## src/rtl/cdc_pkg.sv

```systemverilog
// cdc_pkg: shared types and helpers for the req/ack data synchroniser
package cdc_pkg;

    typedef enum logic [1:0] {IDLE, REQ, RELEASE} state_t;

    localparam int DEFAULT_STAGES = 2;

    function automatic int clog2(input int v);
        int r;
        r = 0;
        while ((1 << r) < v) r++;
        return r;
    endfunction

endpackage

```

## src/rtl/sync_bit.sv

```systemverilog
// sync_bit: multi-flop single-bit synchroniser with synchronous active-low reset
module sync_bit
    import cdc_pkg::*;
#(
    parameter int STAGES = DEFAULT_STAGES
) (
    input  logic clk,
    input  logic rstn,
    input  logic d_i,
    output logic q_o
);

    (* ASYNC_REG = "TRUE" *) logic [STAGES-1:0] ff_q;

    // shift the asynchronous input through the synchroniser chain
    always_ff @(posedge clk) ff_q <= !rstn ? '0 : {ff_q[STAGES-2:0], d_i};

    assign q_o = ff_q[STAGES-1];

endmodule

```

## src/rtl/data_sync_tx.sv

```systemverilog
// data_sync_tx: source-side req/ack handshake transmitter with ack watchdog
module data_sync_tx
    import cdc_pkg::*;
#(
    parameter int STAGES  = DEFAULT_STAGES,
    parameter int DWIDTH  = 8,
    parameter int TIMEOUT = 1024
) (
    input  logic              clk,
    input  logic              rstn,
    input  logic [DWIDTH-1:0] s_data,
    input  logic              s_valid,
    output logic              s_ready,
    output logic [DWIDTH-1:0] tx_data,
    output logic              tx_req,
    input  logic              ack_i,
    output logic              done,
    output logic              err,
    input  logic              err_clr
);

    // counter holds 0..TIMEOUT so it can rest one past the trip value and fire err once
    localparam int            CW   = (TIMEOUT > 0) ? clog2(TIMEOUT + 1) : 1;
    localparam logic [CW-1:0] LAST = CW'((TIMEOUT > 0) ? TIMEOUT - 1 : 0);
    localparam logic [CW-1:0] TOP  = CW'(TIMEOUT);

    state_t            state_q, state_d;
    logic [DWIDTH-1:0] data_q, data_d;
    logic              req_q, req_d;
    logic              rdy_q, rdy_d;
    logic              done_q, done_d;
    logic              err_q, err_d;
    logic [CW-1:0]     cnt_q, cnt_d;
    logic              ack_s;

    sync_bit #(.STAGES(STAGES)) u_ack_sync (
        .clk  (clk),
        .rstn (rstn),
        .d_i  (ack_i),
        .q_o  (ack_s)
    );

    // handshake sequencing, data capture and watchdog next-state
    always_comb begin
        state_d = state_q;
        data_d  = data_q;
        req_d   = req_q;
        rdy_d   = rdy_q;
        done_d  = 1'b0;
        cnt_d   = cnt_q;
        err_d   = err_q & ~err_clr;
        case (state_q)
            IDLE: if (s_valid) begin
                data_d  = s_data;
                req_d   = 1'b1;
                rdy_d   = 1'b0;
                cnt_d   = '0;
                state_d = REQ;
            end
            REQ: begin
                if (ack_s) begin
                    req_d   = 1'b0;
                    state_d = RELEASE;
                end
                if (TIMEOUT > 0) begin
                    cnt_d = (cnt_q == TOP) ? cnt_q : cnt_q + CW'(1);
                    if (cnt_q == LAST && !ack_s) err_d = 1'b1;
                end
            end
            RELEASE: if (!ack_s) begin
                rdy_d   = 1'b1;
                done_d  = 1'b1;
                state_d = IDLE;
            end
            default: state_d = IDLE;
        endcase
    end

    // register all state and outputs
    always_ff @(posedge clk) begin
        if (!rstn) begin
            state_q <= IDLE;
            data_q  <= '0;
            req_q   <= 1'b0;
            rdy_q   <= 1'b1;
            done_q  <= 1'b0;
            err_q   <= 1'b0;
            cnt_q   <= '0;
        end else begin
            state_q <= state_d;
            data_q  <= data_d;
            req_q   <= req_d;
            rdy_q   <= rdy_d;
            done_q  <= done_d;
            err_q   <= err_d;
            cnt_q   <= cnt_d;
        end
    end

    assign s_ready = rdy_q;
    assign tx_data = data_q;
    assign tx_req  = req_q;
    assign done    = done_q;
    assign err     = err_q;

endmodule

```

## config.mk

```make
export PLATFORM = sky130hd
export DESIGN_NAME = data_sync_tx
export DESIGN_NICKNAME = d
export VERILOG_FILES = /design/src/rtl/cdc_pkg.sv /design/src/rtl/sync_bit.sv /design/src/rtl/data_sync_tx.sv
export SDC_FILE = /design/constraint.sdc
export NUM_CORES = 1
export LEC_CHECK = 0
export BUFFER_PORTS_ARGS = -buffer_cell sky130_fd_sc_hd__buf_4
export CORE_ASPECT_RATIO = 0.8
export CORE_MARGIN = 3
export CORE_UTILIZATION = 30
export DETAILED_ROUTE_END_ITERATION = 16
export GPL_TIMING_DRIVEN = 0
export PLACE_DENSITY = 0.58
export SYNTH_ARGS = -nofsm -noshare
export SYNTH_HDL_FRONTEND = slang
export SYNTH_SLANG_ARGS = --single-unit
```

## constraint.sdc

```tcl
create_clock -name clk -period 1.6 [get_ports clk]
set_input_delay 0.32 -clock clk [delete_from_list [all_inputs] [get_ports clk]]
set_output_delay 0.32 -clock clk [all_outputs]
set_load 0.02 [all_outputs]
```

Word level (Yosys, flattened, before mapping)
Index checks and enable logic that the tools add are counted.
{"block": "word_totals", "register_bits": 27, "wordCells": 46, "output_inout_bits": 12}
{"block": "op_classes", "n_reduce_logical": 11, "n_mux": 16, "bitwise": 2, "n_addsub": 1, "eq_ne": 8}
{"cell": "11-bit two-way mux", "count": 2}
{"cell": "11-bit case mux with 2 select lines", "count": 1}
{"cell": "3-bit AND reduction", "count": 4}
{"cell": "11-bit by 1-bit adder with 11-bit output (second input constant)", "count": 1}
{"cell": "11-bit by 10-bit == test with 1-bit output (second input constant)", "count": 1}
{"cell": "11-bit == test (second input constant)", "count": 1}
{"cell": "1-bit two-way mux", "count": 7}
{"cell": "2-bit two-way mux", "count": 3}
{"cell": "2-bit inequality test (second input constant)", "count": 3}
{"cell": "2-bit case mux with 3 select lines", "count": 1}
{"cell": "1-bit case mux with 2 select lines", "count": 2}
{"cell": "2-bit AND reduction", "count": 2}
{"cell": "2-bit nonzero test", "count": 2}
{"cell": "2-bit by 1-bit == test with 1-bit output (second input constant)", "count": 1}
{"cell": "2-bit == test (second input constant)", "count": 1}
{"cell": "2-bit logical NOT", "count": 1}
{"cell": "2-bit by 1-bit inequality test with 1-bit output (second input constant)", "count": 1}
{"cell": "1-bit AND", "count": 1}
{"cell": "1-bit logical AND", "count": 1}
{"cell": "1-bit logical NOT", "count": 1}
{"cell": "1-bit NOT", "count": 1}

Depth between registers and ports, before layout
{"block": "depth", "depth_word": 4, "mapped_depth": 6, "depth_no_buf": 6}

By module
A second synthesis with hierarchy kept.
{"block": "unflattened", "cells_unflattened": 147, "area_unflattened_um2": 1198.6}
{"module": "data_sync_tx", "area_each_um2": 1146.1, "instances": 1, "cells_per_inst": 143}
{"module": "sync_bit", "area_each_um2": 52.6, "instances": 1, "cells_per_inst": 4}

Worst setup path before layout
OpenSTA, ideal clock, no wires.
{"block": "synth_timing", "path_type": "reg2reg", "startpoint": "register cnt_q[0]", "endpoint": "register cnt_q[8]", "n_path_buf": 0, "path_stages_with_launch": 7, "required_time_ns": 1.471, "path_slack_ns": -0.097, "synth_period_minus_slack_ns": 1.697, "arrival_time_ns": 1.568, "cell_sequence": "dfxtp_1 inv_1 ha_1 or4b_4 o41ai_4 or4bb_2 o211ai_1"}
{"block": "synth_between", "elab_chain_cells": 3, "elab_cells_between_ends": 6, "classes_between": "add/sub: 1; eq/ne: 2; mux: 2; reduce/logical: 1"}
{"item": "from (decl)", "line_no": "data_sync_tx.sv:33", "rtl": "logic [CW-1:0] cnt_q, cnt_d;"}
{"item": "from (signal assigned)", "line_no": "data_sync_tx.sv:96", "rtl": "cnt_q <= cnt_d;"}
{"item": "11-bit by 1-bit adder with 11-bit output or 11-bit == test (tied branches)", "line_no": "data_sync_tx.sv:66", "rtl": "cnt_d = (cnt_q == TOP) ? cnt_q : cnt_q + CW'(1);"}
{"item": "11-bit two-way mux or 2-bit inequality test (tied branches)"}
{"item": "11-bit case mux with 2 select lines or 3-bit AND reduction (tied branches)"}
Several ways; a longest one is shown, not always the timed one. The select of a mux whose other input is x is not followed.
A chain may end at the register's enable or synchronous reset.

Worst setup path after layout
{"block": "layout_timing", "startpoint": "register cnt_q[7]", "endpoint": "register cnt_q[8]"}
Same word-level chain as after synthesis.

==> impl_metrics.ini <==
[outcome]
outcome = finished, violations left
failed_checks = setup timing

[flow_run]
drv_cap = 0

[setup_path]
path_max_fanout = 6
cp-start-kind = flip-flop
crit_slowest_cell = or4b_4
crit_chain = or4b_4 -> o41ai_4 -> or4bb_4 -> o211ai_1
path_delay_family = simple AND/OR/NAND/NOR gates
cpPeakStageDelay_ps = 580
crit_type = flip-flop to flip-flop
critPathArrivalTime_ps = 1900
cp-end-kind = flip-flop
crit_buf_inv = 0
critPathRequiredTime_ps = 1770

[sta]
worstMarginPinSlew_ps = 515
tns_ps = -483
slew_headroom_pct = 65.7
grt_setup_unrepaired = true
setup_slack_ps = -135
setup_viol_count_final = 4
clock_skew_ps = 1.79
max_clock_freq_mhz = 576
period_minus_slack_ps = 1730
hold_violations = 0
slew_viol_final = 0
period_share_pct = 108

[cts]
cts_buffers = 3
root_buffer = clkbuf_8
cts-hold-fix-buffers = 0
clk_pin_slew_ps = 100
clockBufferDepth = 2
insertion_delay_ps = 280
cts.htree.levels = 1
cts_tree = yes
clock_sinks = 27

[finish]
area_growth_pct = 29.4
drive_above_1_share_pct = 28.3
fin_area_mm2 = 0.00159
final_util_pct = 41.2
n_fill_cell = 412
layout.nets = 189
multi_input_area_um2 = 686
regArea_um2 = 549
diodes = 0

[global_routing]
met3_usage_pct = 3.71
grt_max_degree = 17
grt.busiest_layer = met2
grt_overflow = 0
grt_pass1_wl_um = 5020
grt_pass1_vias = 1098
grt_use_met2_pct = 20.9
grt_use_total_pct = 12.7
antenna_found_initial = 0
grtUsageMet1_pct = 16.4

[synth]
ys_ff_latch = 27
yosysMostFrequentCell = dfxtp_1
yosys_warnings = 0
synth_top_area_share_pct = 44.0
synthTopCellsByCount = dfxtp_1, nand2_1, nand3_1
seq_area_frac_synth_pct = 44.0
synth_fp_nets = 158
synth_edf_count = 0
syn_inst = 143
synth.area.top_cells = dfxtp_1, nand2_1, a21boi_0, nand3_1, o21ai_0
synthArstFlopShare_pct = 0
synth_top_flop_cell = dfxtp_1
synth_area_leader_cell = dfxtp_1
synth_area_mm2 = 0.00123
avgSynthCellArea_um2 = 8.58
yosysUniqueCellTypes = 33

[detailed_routing]
wirelength_um = 3060
routed_via_density = 5.01
drtPass1Iterations = 4
postRouteAntennaNets = 0
initialDrtViolationCount = 38
vias = 1143
drcViolationCount = 0
wl_per_cell_um = 13.4

[power]
vdd_ir_drop_max_uv = 312
switching_share_pct = 27.2
internal_power_uw = 968
p_leak_uw = 0.000610
power_switching_uw = 362
combinationalPowerShare_pct = 15.8
p_clk_share_pct = 30.4
pwr_density_cell_mw_per_mm2 = 838
pwr-share-seq_pct = 53.8
power_uw = 1330

[placed_design]
dpl_cell_area_mm2 = 0.00148
dp_hpwl_um = 2140
pre_cts_slack_ps = -169
port_buffers = 23
gp_congestion = 0.905

[floorplanning]
core_area_mm2 = 0.00385
fp.dieArea_mm2 = 0.00490
boundaryPins = 25
dieHeight_um = 63.2
rows = 20
start_util_pct = 31.9
die_x_um = 77.5

[min_path]
holdCritPathClass = input pin to flip-flop
## timing repair
item	CTS	global route
endpoints found under the setup margin	8	18
gates resized for setup	3	11
buffers inserted	1	2
pin swaps	1	1
## path summary, 6_finish.rpt
kind / startpoint / end / slack, ps / cells past startpoint
worst max-delay path: cnt_q[7] / cnt_q[8] / -130 / 4
worst min-delay path: err_clr / err / 230 / 2
worst max register to register: cnt_q[7] / cnt_q[8] / -130 / 4
worst min register to register: u_ack_sync.ff_q[0] / u_ack_sync.ff_q[1] / 450 / 1
## power by group through the flow
stage / combinational [uW] / clock [uW] / sequential, uW
finish: 211 / 404 / 716
CTS: 203 / 415 / 718
global route: 229 / 443 / 720
detailed placement: 197 / 0 / 733
floorplan: 97.0 / 0 / 751
global placement: 192 / 0 / 731
## metrics by stage
stage               instances  hold slack (ps)
detailed placement        221              421
CTS                       226              219
finish                    228              229
global placement          221              418
global route              228              237
floorplan                 143              412
## sequential cells by signal (all words and copies together), names as in the netlist
name             flops
tx_data              8
state_q              2
cnt_q               11
err                  1
s_ready              1
done                 1
tx_req               1
u_ack_sync.ff_q      2
## logic make-up after synthesis
family | share of synthesized area (%)
buffers and inverters | 3.06
adder cells (fa/ha/maj) | 2.04
AO/OA/AOI/OAI | 19.1
AND/OR/NAND/NOR | 31.8
flip-flops | 44.0
## worst register-to-register path, delay by kind of cell, from the launching register on
kind | cells | cell delay [ps]
DFF | 1 | 370
and+or+nand+nor | 2 | 780
AOI/OAI and AO/OA | 2 | 480
## routing by layer
layer | share of wire [%] | wire, um
met5 | 0 | 0
met1 | 48 | 1470
met4 | 1.4 | 42
met2 | 46 | 1410
met3 | 4.4 | 133
## final cells by class
type / count / share of cell area (%)
flip-flops and latches: 27 / 34.6
clock buffers: 3 / 2.60
plain buffers: 7 / 2.05
inverters: 2 / 0.473
repair buffers: 26 / 12.3
multi-input cells: 107 / 43.2
clock inverters: 1 / 0.473
well taps: 55 / 4.33
## cells in the final DEF, fill, tap and decap left out, types with 3 or more instances in the layout
| master | n |
|---|---|
| buf_4 | 27 |
| nand2_1 | 25 |
| dfxtp_1 | 24 |
| nand3_1 | 10 |
| o21ai_0 | 9 |
| a21boi_0 | 9 |
| nor2_1 | 6 |
| a21oi_1 | 5 |
| clkbuf_1 | 4 |
| and2_1 | 4 |
| nand2b_1 | 3 |
| o211ai_1 | 3 |
| nand4_1 | 3 |
| clkbuf_8 | 3 |
Note: power is estimated with default switching activity, not from simulation.
